[config.mk]
export PLATFORM = sky130hd
export DESIGN_NAME = multicycle_control
export DESIGN_NICKNAME = d
export VERILOG_FILES = /design/src/rtl/mips_ctrl_pkg.sv /design/src/rtl/mem_wait_counter.sv /design/src/rtl/multicycle_control.sv
export SDC_FILE = /design/constraint.sdc
export NUM_CORES = 1
export LEC_CHECK = 0
export ABC_AREA = 1
export CAP_MARGIN = 0
export CORE_MARGIN = 3
export CORE_UTILIZATION = 40
export CTS_CLUSTER_DIAMETER = 60
export CTS_CLUSTER_SIZE = 24
export DETAILED_ROUTE_END_ITERATION = 7
export HOLD_SLACK_MARGIN = 0.15
export PLACE_DENSITY_LB_ADDON = 0.12
export SETUP_SLACK_MARGIN = 0.3
export SYNTH_ARGS = -nofsm -noshare
export SYNTH_HDL_FRONTEND = slang
export SYNTH_SLANG_ARGS = --single-unit
[constraint.sdc]
create_clock -name clk -period 1.2 [get_ports clk]
set_input_delay 0.24 -clock clk [delete_from_list [all_inputs] [get_ports clk]]
set_output_delay 0.24 -clock clk [all_outputs]
set_load 0.02 [all_outputs]
[src/rtl/mips_ctrl_pkg.sv]
// Shared encodings for the multicycle MIPS control unit, datapath and ALU control.
package mips_ctrl_pkg;

  typedef enum logic [3:0] {
    S_FETCH,
    S_DECODE,
    S_MEM_ADDR,
    S_MEM_RD,
    S_MEM_WB,
    S_MEM_WR,
    S_EXEC_R,
    S_EXEC_I,
    S_ALU_WB,
    S_BRANCH,
    S_JUMP
  } state_t;

  localparam logic [5:0] OP_RTYPE = 6'h00;
  localparam logic [5:0] OP_J     = 6'h02;
  localparam logic [5:0] OP_JAL   = 6'h03;
  localparam logic [5:0] OP_BEQ   = 6'h04;
  localparam logic [5:0] OP_BNE   = 6'h05;
  localparam logic [5:0] OP_ADDI  = 6'h08;
  localparam logic [5:0] OP_ANDI  = 6'h0C;
  localparam logic [5:0] OP_ORI   = 6'h0D;
  localparam logic [5:0] OP_LUI   = 6'h0F;
  localparam logic [5:0] OP_LW    = 6'h23;
  localparam logic [5:0] OP_SW    = 6'h2B;

  localparam logic [2:0] ALU_ADD   = 3'b000;
  localparam logic [2:0] ALU_SUB   = 3'b001;
  localparam logic [2:0] ALU_LUI   = 3'b011;
  localparam logic [2:0] ALU_ADDI  = 3'b100;
  localparam logic [2:0] ALU_ORI   = 3'b101;
  localparam logic [2:0] ALU_ANDI  = 3'b110;
  localparam logic [2:0] ALU_RTYPE = 3'b111;

  localparam logic [1:0] REGDST_RT = 2'b00;
  localparam logic [1:0] REGDST_RD = 2'b01;
  localparam logic [1:0] REGDST_RA = 2'b10;

  localparam logic [1:0] M2R_ALUOUT = 2'b00;
  localparam logic [1:0] M2R_MDR    = 2'b01;
  localparam logic [1:0] M2R_PC     = 2'b10;

  localparam logic [1:0] SRCB_RT      = 2'b00;
  localparam logic [1:0] SRCB_FOUR    = 2'b01;
  localparam logic [1:0] SRCB_IMM     = 2'b10;
  localparam logic [1:0] SRCB_IMM_SH2 = 2'b11;

  localparam logic [1:0] PCSRC_ALU    = 2'b00;
  localparam logic [1:0] PCSRC_ALUOUT = 2'b01;
  localparam logic [1:0] PCSRC_JUMP   = 2'b10;

  function automatic logic is_mem_state(input state_t s);
    return (s == S_FETCH) || (s == S_MEM_RD) || (s == S_MEM_WR);
  endfunction

  function automatic logic [2:0] imm_aluop(input logic [5:0] op);
    case (op)
      OP_ADDI: return ALU_ADDI;
      OP_ANDI: return ALU_ANDI;
      OP_ORI:  return ALU_ORI;
      OP_LUI:  return ALU_LUI;
      default: return ALU_ADD;
    endcase
  endfunction

endpackage

[src/rtl/mem_wait_counter.sv]
// Counts cycles spent in a memory state; 'last' marks the final cycle of the access.
module mem_wait_counter #(
  parameter int MEM_LATENCY = 1
) (
  input  logic clk,
  input  logic reset,
  input  logic clear,
  input  logic en,
  output logic last
);

  localparam int CNT_W = (MEM_LATENCY > 1) ? $clog2(MEM_LATENCY) : 1;
  localparam logic [CNT_W-1:0] LAST_CNT = CNT_W'(MEM_LATENCY - 1);

  logic [CNT_W-1:0] count_q;

  // NOTE: sequential state uses non-blocking assignments so every register samples pre-edge values.
  always_ff @(posedge clk) begin
    if (reset) begin
      count_q <= '0;
    end else if (clear) begin
      count_q <= '0;
    end else if (en && !last) begin
      count_q <= count_q + CNT_W'(1);
    end
  end

  assign last = (count_q == LAST_CNT);

endmodule

[src/rtl/multicycle_control.sv]
// Moore control FSM for the multicycle MIPS datapath, with memory wait counting
// and branch-resolved PC enable.
module multicycle_control
  import mips_ctrl_pkg::*;
#(
  parameter int MEM_LATENCY = 1,
  parameter int ALUOP_W     = 3
) (
  input  logic               clk,
  input  logic               reset,
  input  logic [5:0]         OP,
  input  logic               Zero,
  output logic               PCEn,
  output logic               IorD,
  output logic               MemRead,
  output logic               MemWrite,
  output logic               IRWrite,
  output logic [1:0]         RegDst,
  output logic [1:0]         MemtoReg,
  output logic               RegWrite,
  output logic               ALUSrcA,
  output logic [1:0]         ALUSrcB,
  output logic [ALUOP_W-1:0] ALUOp,
  output logic [1:0]         PCSource,
  output logic               IllegalOp
);

  state_t     state_q, state_d;
  logic [5:0] op_q;
  logic       last;
  logic       pc_write, branch_eq, branch_ne;
  logic [2:0] alu_op;

  // A state change always lands on a fresh count, so clearing on any transition
  // covers every entry into a memory state.
  mem_wait_counter #(.MEM_LATENCY(MEM_LATENCY)) u_wait (
    .clk   (clk),
    .reset (reset),
    .clear (state_d != state_q),
    .en    (is_mem_state(state_q)),
    .last  (last)
  );

  always_comb begin
    // NOTE: default assignment first so no path through the case leaves state_d unassigned (no latch).
    state_d = state_q;
    case (state_q)
      S_FETCH:  if (last) state_d = S_DECODE;
      S_DECODE: begin
        case (OP)
          OP_RTYPE:                         state_d = S_EXEC_R;
          OP_LW, OP_SW:                     state_d = S_MEM_ADDR;
          OP_ADDI, OP_ANDI, OP_ORI, OP_LUI: state_d = S_EXEC_I;
          OP_BEQ, OP_BNE:                   state_d = S_BRANCH;
          OP_J, OP_JAL:                     state_d = S_JUMP;
          default:                          state_d = S_FETCH;
        endcase
      end
      S_MEM_ADDR: state_d = (op_q == OP_SW) ? S_MEM_WR : S_MEM_RD;
      S_MEM_RD:   if (last) state_d = S_MEM_WB;
      S_MEM_WR:   if (last) state_d = S_FETCH;
      S_EXEC_R,
      S_EXEC_I:   state_d = S_ALU_WB;
      default:    state_d = S_FETCH;
    endcase
  end

  // OP is only meaningful while the freshly loaded instruction sits in DECODE.
  always_ff @(posedge clk) begin
    if (reset) begin
      state_q <= S_FETCH;
      op_q    <= '0;
    end else begin
      state_q <= state_d;
      if (state_q == S_DECODE) op_q <= OP;
    end
  end

  always_comb begin
    pc_write  = 1'b0;
    branch_eq = 1'b0;
    branch_ne = 1'b0;
    IorD      = 1'b0;
    MemRead   = 1'b0;
    MemWrite  = 1'b0;
    IRWrite   = 1'b0;
    RegDst    = REGDST_RT;
    MemtoReg  = M2R_ALUOUT;
    RegWrite  = 1'b0;
    ALUSrcA   = 1'b0;
    ALUSrcB   = SRCB_RT;
    alu_op    = ALU_ADD;
    PCSource  = PCSRC_ALU;
    IllegalOp = 1'b0;
    case (state_q)
      S_FETCH: begin
        MemRead  = 1'b1;
        ALUSrcB  = SRCB_FOUR;
        IRWrite  = last;
        pc_write = last;
      end
      S_DECODE: begin
        ALUSrcB = SRCB_IMM_SH2;
        case (OP)
          OP_RTYPE, OP_LW, OP_SW, OP_ADDI, OP_ANDI, OP_ORI, OP_LUI,
          OP_BEQ, OP_BNE, OP_J, OP_JAL: IllegalOp = 1'b0;
          default:                      IllegalOp = 1'b1;
        endcase
      end
      S_MEM_ADDR: begin
        ALUSrcA = 1'b1;
        ALUSrcB = SRCB_IMM;
      end
      S_MEM_RD: begin
        MemRead = 1'b1;
        IorD    = 1'b1;
      end
      S_MEM_WB: begin
        RegWrite = 1'b1;
        MemtoReg = M2R_MDR;
      end
      S_MEM_WR: begin
        MemWrite = 1'b1;
        IorD     = 1'b1;
      end
      S_EXEC_R: begin
        ALUSrcA = 1'b1;
        alu_op  = ALU_RTYPE;
      end
      S_EXEC_I: begin
        ALUSrcA = 1'b1;
        ALUSrcB = SRCB_IMM;
        alu_op  = imm_aluop(op_q);
      end
      S_ALU_WB: begin
        RegWrite = 1'b1;
        RegDst   = (op_q == OP_RTYPE) ? REGDST_RD : REGDST_RT;
      end
      S_BRANCH: begin
        ALUSrcA   = 1'b1;
        alu_op    = ALU_SUB;
        PCSource  = PCSRC_ALUOUT;
        branch_eq = (op_q == OP_BEQ);
        branch_ne = (op_q == OP_BNE);
      end
      S_JUMP: begin
        pc_write = 1'b1;
        PCSource = PCSRC_JUMP;
        if (op_q == OP_JAL) begin
          RegWrite = 1'b1;
          RegDst   = REGDST_RA;
          MemtoReg = M2R_PC;
        end
      end
      default: ;
    endcase
  end

  assign ALUOp = ALUOP_W'(alu_op);
  assign PCEn  = pc_write | (branch_eq & Zero) | (branch_ne & ~Zero);

endmodule

==> flow_metrics.env, run 1 <==
export IMPL_yosys_area_top_type="dfxtp_1"
export IMPL_yosys_warnings=0
export IMPL_die_y_um=51.5
export IMPL_initial_core_util=0.450
export IMPL_syn_area_per_cell_um2=5.96
export IMPL_haltStage="global routing (5_1_grt)"
export IMPL_ys_ff_latch=11
export IMPL_cts_sinks=11
export IMPL_worstEndpointType="top-level output"
export IMPL_clk_path_buf_depth=2
export IMPL_cts_buffers=3
export IMPL_rows=15
export IMPL_synthTopCellsByArea="dfxtp_1, nand2_1, nor2_1"
export IMPL_worst_endpoint="RegWrite"
export IMPL_error="[ERROR DPL-0038] Utilization greater than 100%, impossible to legalize"
export IMPL_syn_nets=148
export IMPL_synth_area_um2=828
export IMPL_cts_hold_buf=0
export IMPL_fp_dieW_um=51.5
export IMPL_ioPinCount=28
export IMPL_grt_max_degree=11
export IMPL_cts_root_buf="clkbuf_4"
export IMPL_gp_routability_congestion=0.864
export IMPL_status="aborted with a tool error"
export IMPL_dpl_hpwl_um=2310
export IMPL_seq_area_frac_synth=0.266
export IMPL_htreeDepth=1
export IMPL_io_buffers=27
export IMPL_ys_types=26
export IMPL_synthCells=139
export IMPL_synth_top_area_frac=0.266
-- synth_stat cells, drive strengths merged --
cell type	count
inv	23
dfxtp	11
a21oi	8
o2111ai	1
o21bai	1
nand3b	1
nand4	3
a211oi	6
nor2	32
nand2	32
nand3	11
conb	1
a31oi	1
buf	2
o21ai	4
nor3	2
-- cell families after synthesis --
family / after synthesis / synth area share
buffers and inverters: 25 / 0.121
DFF: 11 / 0.266
other: 1 / 0.00453
and+or+nand+nor: 81 / 0.437
AOI/OAI and AO/OA: 21 / 0.172
-- metrics by stage --
stage / cell area (um^2) / hold WS, ns / cells / setup slack (ns) / util
after CTS: 1760 / 0.429 / 242 / -0.382 / 0.956
after detailed placement: 1500 / 0.566 / 231 / -0.967 / 0.818
after global placement: 1500 / 0.570 / 231 / -0.924 / 0.818
after floorplan: 898 / 0.413 / 139 / -0.135 / -
-- repair_timing --
| action | 4_1_cts |
|---|---|
| endpoints found under the setup margin | 29 |
| buffers inserted | 5 |
| pin swaps | 11 |
| gates resized for setup | 165 |
| gates cloned | 2 |
==> inputs of run 2 (changes only) <==
--- a/config.mk
+++ b/config.mk
@@ -7,14 +7,10 @@
 export LEC_CHECK = 0
 export ABC_AREA = 1
 export CAP_MARGIN = 0
-export CORE_MARGIN = 3
-export CORE_UTILIZATION = 40
-export CTS_CLUSTER_DIAMETER = 60
-export CTS_CLUSTER_SIZE = 24
+export CORE_AREA = 3 3 64 66
 export DETAILED_ROUTE_END_ITERATION = 7
-export HOLD_SLACK_MARGIN = 0.15
-export PLACE_DENSITY_LB_ADDON = 0.12
-export SETUP_SLACK_MARGIN = 0.3
+export DIE_AREA = 0 0 67 69
+export PLACE_DENSITY_LB_ADDON = 0.15
 export SYNTH_ARGS = -nofsm -noshare
 export SYNTH_HDL_FRONTEND = slang
 export SYNTH_SLANG_ARGS = --single-unit
==> constraint.sdc (replaced) <==
create_clock -name clk -period 1.55 [get_ports clk]
set_input_delay 0.31 -clock clk [delete_from_list [all_inputs] [get_ports clk]]
set_output_delay 0.31 -clock clk [all_outputs]
set_load 0.02 [all_outputs]
==> run 2 against run 1 <==
Against the previous run:
- the flow now finishes, with violations (negative setup slack)
- area after synthesis unchanged
- synthesized cell count stayed put
==> flow_metrics.env, run 2 <==
export IMPL_finalWorstSetupSlack_ns=-0.0718
export IMPL_fin_tns_setup_ns=-0.470
export IMPL_routed_wl_um=2830
export IMPL_grt_pass1_wl_um=4750
export IMPL_gp_routability_congestion=0.885
export IMPL_fin_nets=226
export IMPL_most_common_layout_cells="buf_4, nand2_1, nor2_1"
export IMPL_synthTopCellsByArea="dfxtp_1, nand2_1, nor2_1"
export IMPL_critPathArrivalTime_ns=1.31
export IMPL_crit_fanout=4
export IMPL_cap_violations=0
export IMPL_status="finished, violations left"
export IMPL_hp_start="OP[0]"
export IMPL_dpl_hpwl_um=2300
export IMPL_io_buffers=27
export IMPL_cts_hold_buf=0
export IMPL_reg_top3="op_q x6, state_q x4, u_wait.count_q x1"
export IMPL_endpoint_kind="primary output"
export IMPL_dp_cells=254
export IMPL_initial_core_util=0.228
export IMPL_top_register="op_q"
export IMPL_cts_root_buf="clkbuf_8"
export IMPL_fill_cells=386
export IMPL_fmax_ghz=0.617
export IMPL_crit_path_start="state_q[2]"
export IMPL_rows=22
export IMPL_cts_buffers=3
export IMPL_ys_async_sr_fraction=0
export IMPL_drtIter0Drc=52
export IMPL_crit_top_cell="buf_6"
export IMPL_syn_area_per_cell_um2=5.96
export IMPL_clock_latency_ns=0.24
export IMPL_yosys_area_top_type="dfxtp_1"
export IMPL_routed_via_density=4.32
export IMPL_die_y_um=69
export IMPL_clock_skew_final_ns=0.00198
export IMPL_route_met2_wl_um=1470
export IMPL_drt_met1_wl_um=1250
export IMPL_synth_ff_type="dfxtp_1"
export IMPL_ff_latch_area_um2=235
export IMPL_top_layer="met4"
export IMPL_drc=0
export IMPL_power_w=0.000928
export IMPL_synth_area_um2=828
export IMPL_yosys_warnings=0
export IMPL_setup_viol=11
export IMPL_hold_violations=0
export IMPL_slew_violations=0
export IMPL_antenna_diode_count=0
export IMPL_largest_reg_flops=6
export IMPL_power_leakage_nw=0.865
export IMPL_path_clk_slew_ns=0.05
export IMPL_fp_dieW_um=67
export IMPL_cp_data_required_time_ns=1.24
export IMPL_grt_overflow=0
export IMPL_die_area_um2=4620
export IMPL_clk_path_buf_depth=2
export IMPL_area_delta_synth_final_pct=107
export IMPL_synth_top_area_frac=0.266
export IMPL_htreeDepth=1
export IMPL_synth_edff_count=0
export IMPL_post_route_period_util=1.05
export IMPL_syn_nets=148
export IMPL_ys_top_cells_by_count="nand2_1, nor2_1, inv_1"
export IMPL_synthCells=139
export IMPL_cts_sinks=11
export IMPL_drt_pre_antenna_iters=4
export IMPL_coreArea_um2=3630
export IMPL_wl_met3_um=79
export IMPL_critPathSlowestCell="dfxtp_4"
export IMPL_violations="negative setup slack"
export IMPL_cts_tree="built"
export IMPL_slowest_delay_ns=0.36
export IMPL_ioPinCount=28
export IMPL_grt_antenna_before_repair=0
export IMPL_wire_per_inst_um=10.7
export IMPL_p_per_area_nw_per_um2=542
export IMPL_multi_input_area_um2=651
export IMPL_fin_crit_ns=1.62
export IMPL_seq_area_frac_synth=0.266
export IMPL_min_path_type="input port to flop"
export IMPL_track_usage=0.129
export IMPL_antenna_left=0
export IMPL_criticalPathCategory="flop to primary output"
export IMPL_vias=1140
export IMPL_peakVddDrop_uv=455
export IMPL_ys_types=26
export IMPL_final_common_cell="buf_4"
export IMPL_drive_gt1_frac=0.574
export IMPL_grt_max_degree=11
export IMPL_ys_ff_latch=11
export IMPL_startpoint_type="flop"
export IMPL_rsz0062_at_grt="true"
export IMPL_r2r_start="state_q[3]"
export IMPL_path_cells="buf_4 > nor3_4 > buf_6 > a21oi_2 > nand2_1 > buf_6"
export IMPL_instances_no_fill=264
export IMPL_grt_pass1_vias=1094
[run 2: cell type report]
type                    instances  area share
multi-input cells             103       0.380
repair buffers                 75       0.362
flip-flops and latches         11       0.137
inverters                      23      0.0591
well taps                      48      0.0350
clock buffers                   3      0.0241
clock inverters                 1     0.00292
[run 2: routing by layer]
layer | GRT usage | up-vias
li1 | - | 602
met1 | 0.165 | 515
met2 | 0.212 | 19
met3 | 0.0293 | 4
met4 | 0.0405 | 0
met5 | 0 | -
[run 2: worst paths after layout]
kind,cells after the start,slack [ns],endpoint
hold / removal,3,0.37,op_q[0]
setup reg to reg,8,0.16,state_q[0]
hold reg to reg,3,0.65,op_q[0]
setup / recovery,6,-0.07,ALUOp[0]
[run 2: worst max-delay path, delay by kind of cell (launching register included)]
family / cells / cell delay, ns
AO/OA/AOI/OAI: 1 / 0.03
AND/OR/NAND/NOR: 2 / 0.28
buffers and inverters: 3 / 0.40
flip-flops: 1 / 0.36
[run 2: where the power goes]
| part | switching, W | internal (W) |
|---|---|---|
| Clock | 0.000115 | 0.000177 |
| Combinational | 0.000161 | 0.000152 |
| Sequential | 0.0000239 | 0.000300 |
[run 2: per-stage QoR]
stage / setup WS (ns) / hold slack, ns / util / instance area [um^2]
6_report: -0.0718 / 0.372 / 0.472 / 1710
5_1_grt: -0.180 / 0.392 / 0.472 / 1710
4_1_cts: -0.102 / 0.547 / 0.429 / 1560
3_5_place_dp: -0.730 / 0.599 / 0.404 / 1470
3_3_place_gp: -0.702 / 0.600 / 0.404 / 1470
2_1_floorplan: 0.0524 / 0.480 / - / 835
[run 2: cell families after synthesis]
logic type / after synthesis / synth area share
DFF: 11 / 0.266
AOI/OAI and AO/OA: 21 / 0.172
and+or+nand+nor: 81 / 0.437
buffers and inverters: 25 / 0.121
other: 1 / 0.00453
[run 2: what timing repair did]
action	4_1_cts	5_1_grt
endpoints found under the setup margin	19	19
pin swaps	9	16
setup buffers	2	4
hold endpoints to repair	0	0
gates resized for setup	126	55
(Power assumes the default switching activity.)
